### src/rtl/core_types_pkg.sv
// core_types_pkg: shared core types and sizing for the rename/free-list logic
package core_types_pkg;
   localparam int NUM_ARCH_REGS = 32;
   localparam int NUM_PHYS_REGS = 64;
   localparam int FREE_LIST_DEPTH = 64;
   localparam int LOG_FREE_LIST_DEPTH = $clog2(FREE_LIST_DEPTH);
   localparam int CHECKPOINT_COLUMNS = 4;
   localparam int FREE_LIST_RESET_COUNT = NUM_PHYS_REGS - NUM_ARCH_REGS;
   typedef logic [$clog2(NUM_PHYS_REGS)-1:0] phys_reg_tag_t;
   typedef logic [$clog2(CHECKPOINT_COLUMNS)-1:0] checkpoint_column_t;
   typedef logic [LOG_FREE_LIST_DEPTH:0] free_list_ptr_t;
endpackage

### src/rtl/phys_reg_free_list.sv
// phys_reg_free_list: circular FIFO of free physical register tags with head checkpoints
//   dequeue_*            : pop a tag at head (tag is combinational from the head entry)
//   enqueue_*            : push a freed tag at tail; dropped when full (sets sticky overflow_error)
//   save/restore_checkpoint_* : capture head_next into a column / roll head back from it
//   free_count           : tail - head from the registered pointers
module phys_reg_free_list
   import core_types_pkg::*;
(
   input  logic               CLK,
   input  logic               RST,
   input  logic               dequeue_valid,
   output logic               dequeue_ready,
   output phys_reg_tag_t      dequeue_phys_reg_tag,
   input  logic               enqueue_valid,
   input  phys_reg_tag_t      enqueue_phys_reg_tag,
   input  logic               save_checkpoint_valid,
   input  checkpoint_column_t save_checkpoint_column,
   input  logic               restore_checkpoint_valid,
   input  checkpoint_column_t restore_checkpoint_column,
   output logic [6:0]         free_count,
   output logic               overflow_error
);
   phys_reg_tag_t  entry [FREE_LIST_DEPTH];
   free_list_ptr_t column [CHECKPOINT_COLUMNS];
   free_list_ptr_t head, tail, head_next;
   logic empty, full, enq_fire;
   always_comb begin
      empty = head == tail;
      // wrap bits differ with equal indices: tail has lapped head exactly once
      full = (head[LOG_FREE_LIST_DEPTH] != tail[LOG_FREE_LIST_DEPTH]) &&
             (head[LOG_FREE_LIST_DEPTH-1:0] == tail[LOG_FREE_LIST_DEPTH-1:0]);
      dequeue_ready = !empty && !restore_checkpoint_valid;
      dequeue_phys_reg_tag = entry[head[LOG_FREE_LIST_DEPTH-1:0]];
      enq_fire = enqueue_valid && !full;
      head_next = restore_checkpoint_valid ? column[restore_checkpoint_column] :
                  head + free_list_ptr_t'(dequeue_valid && dequeue_ready);
      free_count = tail - head;
   end
   always_ff @(posedge CLK) begin
      if (RST) begin
         for (int i = 0; i < FREE_LIST_DEPTH; i++)
            entry[i] <= (i < FREE_LIST_RESET_COUNT) ? phys_reg_tag_t'(NUM_ARCH_REGS + i) : '0;
         for (int i = 0; i < CHECKPOINT_COLUMNS; i++)
            column[i] <= '0;
         head <= '0;
         tail <= free_list_ptr_t'(FREE_LIST_RESET_COUNT);
         overflow_error <= 1'b0;
      end else begin
         head <= head_next;
         if (enq_fire) begin
            entry[tail[LOG_FREE_LIST_DEPTH-1:0]] <= enqueue_phys_reg_tag;
            tail <= tail + 1'b1;
         end
         if (enqueue_valid && full)
            overflow_error <= 1'b1;
         if (save_checkpoint_valid && !restore_checkpoint_valid)
            column[save_checkpoint_column] <= head_next;
      end
   end
endmodule

### config.mk
export PLATFORM = sky130hd
export DESIGN_NAME = phys_reg_free_list
export DESIGN_NICKNAME = d
export VERILOG_FILES = /design/src/rtl/core_types_pkg.sv /design/src/rtl/phys_reg_free_list.sv
export SDC_FILE = /design/constraint.sdc
export NUM_CORES = 1
export LEC_CHECK = 0
export CAP_MARGIN = 10
export CORE_MARGIN = 2
export CORE_UTILIZATION = 55
export DETAILED_ROUTE_END_ITERATION = 8
export MAX_ROUTING_LAYER = met4
export PLACE_DENSITY = 0.71
export SLEW_MARGIN = 20
export SYNTH_ARGS = -nofsm -noshare
export SYNTH_HDL_FRONTEND = slang
export SYNTH_SLANG_ARGS = --single-unit
### constraint.sdc
create_clock -name CLK -period 7.55 [get_ports CLK]
set_clock_uncertainty 0.05 [all_clocks]
set_input_delay 1.8875 -clock CLK [delete_from_list [all_inputs] [get_ports CLK]]
set_output_delay 1.8875 -clock CLK [all_outputs]
set_load 0.02 [all_outputs]
Word-level counts from Yosys, hierarchy flattened
Memory sizes are Yosys's and may differ from the RTL's. A register that Yosys moved wholly into a read port is not among the register bits.
Index checks and enable logic that the tools add are counted.
{ "totals": {"regBits": 15, "ram_bits": 412, "input_bits": 16, "out_inout_bits": 15, "word_cells": 38, "mem_count": 2} }
{ "mem_list": {"columns": ["name", "words", "word_bits", "rd", "rd_clocked_by_memory_dff", "write_ports", "line", "source"], "rows": [
  ["entry", 64, 6, 1, 1, 64, "phys_reg_free_list.sv:23", "phys_reg_tag_t entry [FREE_LIST_DEPTH];"],
  ["column", 4, 7, 1, 0, 4, "phys_reg_free_list.sv:24", "free_list_ptr_t column [CHECKPOINT_COLUMNS];"]
]} }
{ "op_classes": {"n_addsub": 3, "eq_ne": 3, "muxes": 16, "reduce_logical": 11} }
{ "ops": {"columns": ["cell", "count"], "rows": [
  ["6-bit 2-to-1 mux", 3],
  ["7-bit 2-to-1 mux", 2],
  ["1-bit 2-to-1 mux", 10],
  ["7-bit by 1-bit adder with 7-bit output", 1],
  ["7-bit by 1-bit adder with 7-bit output, second input constant", 1],
  ["7-bit equality test", 1],
  ["7-bit OR reduction", 1],
  ["7-bit subtractor", 1],
  ["6-bit equality test", 1],
  ["1-bit logical AND", 6],
  ["6-bit OR reduction", 1],
  ["1-bit zero test", 3],
  ["2-bit 2-to-1 mux", 1],
  ["1-bit inequality test", 1]
]} }

Longest topological paths before layout
Gate-level depths: netlist of run 1.
{ "depth": {"word_depth": 9, "ltp_mapped": 17, "mapped_depth_nobuf": 14} }

Worst setup path after synthesis of run 1
OpenSTA, ideal clock, no wires.
{ "synth_path": {"path_type": "input-to-output", "start": "input port restore_checkpoint_valid", "end": "output port dequeue_ready", "arrival_ns": 2.466, "required_ns": 5.613, "setup_slack_ns": 3.147, "cell_stages": 2, "path_buffers": 1, "cell_sequence": "clkbuf_1 -> a21oi_1"} }
{ "synth_via": {"elab_chain_cells": 2} }
{ "synth_lines": {"columns": ["item", "line", "source"], "rows": [
  ["from (decl)", "phys_reg_free_list.sv:18", "input logic restore_checkpoint_valid,"],
  ["1-bit zero test", "phys_reg_free_list.sv:32", "dequeue_ready = !empty && !restore_checkpoint_valid;"],
  ["1-bit logical AND", "phys_reg_free_list.sv:32", null],
  ["to (decl)", "phys_reg_free_list.sv:12", "output logic dequeue_ready,"]
]} }
Every way passes these cells.

Worst setup path in the final report of run 1
{ "layout_path": {"start": "register head[2]", "end": "output port free_count[6]"} }
{ "layout_via": {"elab_chain_cells": 1} }
{ "layout_lines": {"columns": ["item", "line", "source"], "rows": [
  ["from (decl)", "phys_reg_free_list.sv:25", "free_list_ptr_t head, tail, head_next;"],
  ["from (signal assigned)", "phys_reg_free_list.sv:49", "head <= head_next;"],
  ["7-bit subtractor", "phys_reg_free_list.sv:37", "free_count = tail - head;"],
  ["to (decl)", "phys_reg_free_list.sv:20", "output logic [6:0] free_count,"]
]} }
Every way passes these cells.

==> results of run 1 <==
## layer usage
metal,vias up,GRT usage (%)
li1,5397,-
met4,0,8.053
met5,-,-
met3,85,3.988
met2,560,40.53
met1,5969,35.04
## registers in the layout, summed over array words and instances, names as in the netlist
register,cells
entry,384
tail,7
column,28
head,7
overflow_error,1
## Yosys cell counts, types with 8 or more instances
cell type  count
edfxtp_1     412
and2_1       261
or3_1        111
nor2_1       104
clkbuf_1      91
mux4_2        91
o21ai_0       66
nand2_1       46
mux2i_1       44
a21oi_1       30
buf_2         26
and3_1        20
inv_1         16
dfxtp_1       15
nand3_1       14
o221ai_1      12
xnor2_1       12
buf_1         10
ha_1           9
nor3_1         9
nand2b_1       8
## final cells by class
| cell class | instances | area, um^2 | area share [%] |
|---|---|---|---|
| timing repair buffer | 53 | 455.4 | 2.051 |
| tap | 468 | 585.6 | 2.636 |
| clock buffer | 61 | 1227 | 5.526 |
| sequential | 427 | 12680 | 57.08 |
| multi-input combinational | 895 | 6970 | 31.38 |
| clock inverter | 21 | 217.7 | 0.9802 |
| inverter | 20 | 75.07 | 0.3380 |
## how the worst max path moves through the flow
stage,slack (ns),endpoint
finish,1.54,free_count[6]
global route,1.25,free_count[6]
CTS,1.51,free_count[6]
detailed placement,1.72,entry[11][5]$_SDFFCE_PN1P_
global placement,1.87,entry[11][4]$_SDFFCE_PN0P_
floorplan,3.15,dequeue_ready
## logic make-up after synthesis
family	count (synthesis)	share of synthesized area [%]
buffers and inverters	157	3.291
XOR/XNOR	17	0.7704
adder cells (fa/ha/maj)	10	0.6533
AND/OR/NAND/NOR	595	16.55
flip-flops	427	62.42
multiplexers	135	12.27
AO/OA/AOI/OAI	138	4.043
## metrics by stage
step | hold WS, ns | power, W | setup WS (ns) | area, um^2
finish | 0.4498 | 0.005315 | 1.543 | 22210
detailed placement | 0.4318 | 0.003197 | 1.721 | 20760
floorplan | 0.4867 | 0.003029 | 3.147 | 20300
global route | 0.5225 | 0.005456 | 1.249 | 22210
CTS | 0.4618 | 0.005332 | 1.506 | 22210
global placement | 0.4466 | 0.003188 | 1.869 | 20760
## power breakdown
group	internal, W	switching [W]
logic	0.000173	0.000280
registers	0.00265	0.0000398
clock network	0.00128	0.000890
total	0.00411	0.00121
## worst register-to-register path, stage by stage, from the launching register on
cell and delay [ns]:
dfxtp_2 0.69, clkinv_1 0.80, ha_1 0.62, nand2_1 0.15, nor4_4 0.07, nor4_1 0.90, nand2_2 0.64, o21ai_0 0.88
==> impl_metrics.json, run 1 <==
{
  "leakagePower_nw": 7.265,
  "htree_levels": 2,
  "antenna_found_initial": 0,
  "rsz0062_at_grt": "no",
  "holdCritStartpoint": "overflow_error$_SDFFE_PP0P_",
  "cts_made_buffers": 45,
  "die_area_um2": 38460,
  "groute.usage.overall_pct": 25.76,
  "viasPerCell": 6.175,
  "cp_common_cell": "a21oi_1",
  "drive_gt1_share_pct": 13.74,
  "r2r_end": "entry[11][0]$_SDFFCE_PN1P_",
  "layout_common_cells": "412 x edfxtp_1, 261 x and2_1, 111 x or3_1, 104 x nor2_1, 91 x mux4_2",
  "wl_met3_mm": 4.387,
  "slew_headroom_pct": 21.76,
  "drc": 0,
  "root_buffer": "clkbuf_16",
  "critPathBufInv": 2,
  "crit_path_max_incr_delay_ns": 0.80,
  "grt_pass1_wl_mm": 71.78,
  "cts_hold_buf": 0,
  "outcome": "completed",
  "crit_family": "buffers and inverters",
  "cts_resized": 0,
  "netlist_instances": 1479,
  "grt_pass1_vias": 11860,
  "setup_viol": 0,
  "place_congestion": 0.8223,
  "powerDensity_nw_per_um2": 239.3,
  "synth_top_area_share_pct": 60.94,
  "netlist_area_um2": 20300,
  "synth.net_count": 1505,
  "startpoint": "head[2]$_SDFF_PP0_",
  "clock_path_buffers": 3,
  "timing.rr.start": "head[2]$_SDFF_PP0_",
  "drt_iter0_drc": 1172,
  "synthArstFlopShare_pct": 0,
  "grt_max_degree": 70,
  "tns_ns": 0,
  "dr.max_layer_used": "met4",
  "num_vias": 12010,
  "hpwl_mm": 29.48,
  "worst_pin_slew_ns": 1.172,
  "rows": 70,
  "crit_required_ns": 5.61,
  "reg2reg_slack_ns": 2.39,
  "cts_tree": "built",
  "die_h_um": 196.1,
  "ir_worst_vdd_v": 0.0001393,
  "place_inst": 1863,
  "min_path_cells": 2,
  "ys_seq_area_share_pct": 62.42,
  "synth_top_area_cell": "edfxtp_1",
  "io_buffers": 30,
  "wl_met1_mm": 18.88,
  "max_freq_ghz": 0.1665,
  "fillers": 2752,
  "syn_to_final_growth_pct": 9.405,
  "arrival_ns": 4.07,
  "grt_overflow": 0,
  "path_class": "flop to primary output",
  "ys_warn_count": 0,
  "hold_viol": 0,
  "maxSlewViolCount": 0,
  "ys_ff_latch": 427,
  "startpoint_type": "flop",
  "crit_chain": "clkinv_1 -> ha_1 -> a21o_1 -> a21oi_1 -> o21bai_1 -> a21oi_1 -> xnor2_1 -> clkdlybuf4s50_1",
  "cts.sinks": 427,
  "fin_crit_ns": 6.007,
  "cp_num_cells": 8,
  "wl_mm": 47.18,
  "synth.lib_cells_used.distinct": 49,
  "chipWidth_um": 196.1,
  "worstRegToRegCells": 7,
  "core_area_um2": 36520,
  "drv_cap": 0,
  "synth_edf_count": 412,
  "io_pins": 31,
  "worstSkewPairLatency_ns": 0.55,
  "dr_wl_met2_mm": 22.60,
  "crit_fanout": 24,
  "wl_per_cell_um": 24.26,
  "synthTopCellsByArea": "edfxtp_1 61%, mux4_2 10%, and2_1 8.0%",
  "layout.nets": 1468,
  "hold_class": "flop to flop",
  "clkTransAtPathRegs_ns": 0.06,
  "postCtsSetupBuffers": 0,
  "finalCoreUtilization_pct": 60.81,
  "antenna_cells": 0,
  "ant_nets": 0,
  "start_util_pct": 55.58,
  "cpMaxStageDelayCell": "clkinv_1",
  "synthFlopType": "edfxtp_1",
  "avgSynthCellArea_um2": 13.73,
  "crit_path_end_kind": "primary output",
  "whs_endpoint": "overflow_error$_SDFFE_PP0P_",
  "finalCritPeriodShare_pct": 79.56,
  "fin_cells": 1945,
  "first_pass_iters": 5,
  "final_common_cell": "edfxtp_1"
}
Power figures use the tool's default switching activity.
==> inputs of run 2 (changes only) <==
clock period = 5.7 ns   (was 7.55 ns; I/O delays follow)
==> run 2 against run 1 <==
  * Core utilization is essentially flat
  * Clock power rose by 28%
  * Highest routed layer unchanged
  * Routed wire length barely moved
==> impl_metrics.json, run 2 (synthesis gave the netlist of run 1 again) <==
{
  "reg2reg_slack_ns": 1.62,
  "cts_made_buffers": 43,
  "htree_levels": 2,
  "dp_slack_ns": 1.050,
  "p_int_w": 0.005360,
  "die_area_um2": 38460,
  "fin_ws_ns": 0.6527,
  "final_common_cell": "edfxtp_1",
  "hold_viol": 0,
  "crit_path_max_incr_delay_ns": 0.72,
  "drv_cap": 0,
  "wl_per_cell_um": 24.25,
  "hold_class": "flop to flop",
  "start_util_pct": 55.58,
  "cts_hold_buf": 0,
  "arrival_ns": 3.57,
  "fillers": 2738,
  "comb_power_share_pct": 8.9,
  "antenna_found_initial": 0,
  "timing.rr.start": "head[4]$_SDFF_PP0_",
  "path_class": "flop to primary output",
  "drc": 0,
  "grt_pass1_vias": 11820,
  "place_congestion": 0.8797,
  "min_path_cells": 2,
  "clockPowerShare_pct": 39.9,
  "postCtsSetupBuffers": 0,
  "fin_cells": 1947,
  "groute.usage.overall_pct": 25.98,
  "leakagePower_nw": 7.269,
  "worstSkewPairLatency_ns": 0.55,
  "setup_viol": 0,
  "powerDensity_nw_per_um2": 312.9,
  "top_regs": "entry x384, column x28",
  "startpoint": "head[0]$_SDFF_PP0_",
  "crit_fanout": 26,
  "slew_headroom_pct": 35.36,
  "fin_crit_ns": 5.047,
  "crit_required_ns": 4.22,
  "tns_ns": 0,
  "grt_max_degree": 65,
  "ir_worst_vdd_v": 0.0002138,
  "drive_gt1_share_pct": 14.13,
  "grt_pass1_wl_mm": 71.48,
  "wl_mm": 47.21,
  "crit_chain": "buf_4 -> mux4_2 -> nand2_1 -> and3_1 -> a31oi_1 -> a221o_1 -> clkdlybuf4s50_1",
  "antenna_cells": 0,
  "viasPerCell": 6.131,
  "ant_nets": 0,
  "largest-register": "entry",
  "startpoint_type": "flop",
  "cts.sinks": 427,
  "cts_tree": "built",
  "finalCoreUtilization_pct": 60.80,
  "io_buffers": 30,
  "pwr-share-seq_pct": 51.2,
  "core_area_um2": 36520,
  "cp_num_cells": 7,
  "io_pins": 31,
  "worst_pin_slew_ns": 0.9696,
  "place_inst": 1871,
  "worstRegToRegCells": 7,
  "clock_path_buffers": 3,
  "num_vias": 11940,
  "swShare_pct": 22.86,
  "hpwl_mm": 30.29,
  "cpMaxStageDelayCell": "dfxtp_4",
  "chipWidth_um": 196.1,
  "rows": 70,
  "layout_common_cells": "412 x edfxtp_1, 261 x and2_1, 111 x or3_1, 104 x nor2_1, 91 x mux4_2",
  "outcome": "completed",
  "grt_overflow": 0,
  "drt_iter0_drc": 1068,
  "endpoint": "dequeue_phys_reg_tag[3]",
  "crit_family": "buffers and inverters",
  "critPathBufInv": 2,
  "maxSlewViolCount": 0,
  "layout.nets": 1474,
  "largest_register_ffs": 384,
  "rsz0062_at_grt": "no",
  "switchingPower_w": 0.001588,
  "syn_to_final_growth_pct": 9.380,
  "root_buffer": "clkbuf_16",
  "crit_path_end_kind": "primary output",
  "finalCritPeriodShare_pct": 88.55,
  "cts_resized": 0,
  "max_freq_ghz": 0.1981,
  "die_h_um": 196.1,
  "first_pass_iters": 5,
  "power_w": 0.006948,
  "r2r_end": "entry[18][1]$_SDFFCE_PN1P_",
  "clkTransAtPathRegs_ns": 0.06
}
==> run 2: power by group through the flow <==
stage,Sequential [W],Combinational (W),Clock (W)
after global placement,0.00362,0.000605,0
after floorplan,0.00359,0.000419,0
after detailed placement,0.00363,0.000613,0
after CTS,0.00356,0.000615,0.00279
after global routing,0.00357,0.000654,0.00291
final,0.00356,0.000616,0.00277
==> run 2: per-stage QoR <==
step / hold WS [ns] / cell area, um^2
2_1_floorplan: 0.4867 / 20300
3_3_place_gp: 0.4102 / 20840
3_5_place_dp: 0.4259 / 20840
4_1_cts: 0.4392 / 22210
5_1_grt: 0.4801 / 22210
6_report: 0.4304 / 22210
==> run 2: area by class of cell <==
type | instances | area [um^2] | share of cell area (%)
flip-flops and latches | 427 | 12680 | 57.10
multi-input cells | 895 | 6970 | 31.39
clock buffers | 54 | 1149 | 5.173
well taps | 468 | 585.6 | 2.637
repair buffers | 61 | 528.0 | 2.378
clock inverters | 22 | 219.0 | 0.9861
inverters | 20 | 75.07 | 0.3381
==> run 2: per-layer routing <==
metal  share of wire [%]  track usage [%]
met5                   0                -
met2                  47            40.48
met1                  41            35.21
met4                 3.8            9.792
met3                 8.2            3.679
==> run 2: worst min-delay path by stage <==
stage	end	slack (ns)	from
3_3_place_gp	overflow_error$_SDFFE_PP0P_	0.41	overflow_error$_SDFFE_PP0P_
2_1_floorplan	tail[6]$_SDFFE_PP0N_	0.49	tail[6]$_SDFFE_PP0N_
3_5_place_dp	overflow_error$_SDFFE_PP0P_	0.43	overflow_error$_SDFFE_PP0P_
4_1_cts	overflow_error$_SDFFE_PP0P_	0.44	overflow_error$_SDFFE_PP0P_
6_report	overflow_error$_SDFFE_PP0P_	0.43	overflow_error$_SDFFE_PP0P_
5_1_grt	overflow_error$_SDFFE_PP0P_	0.48	overflow_error$_SDFFE_PP0P_
==> run 2: worst min-delay path: cells and delay by family (launching register included) <==
kind | cells | cell delay, ns
compound gates | 1 | 0.04
flops | 1 | 0.32
simple gates | 1 | 0.08
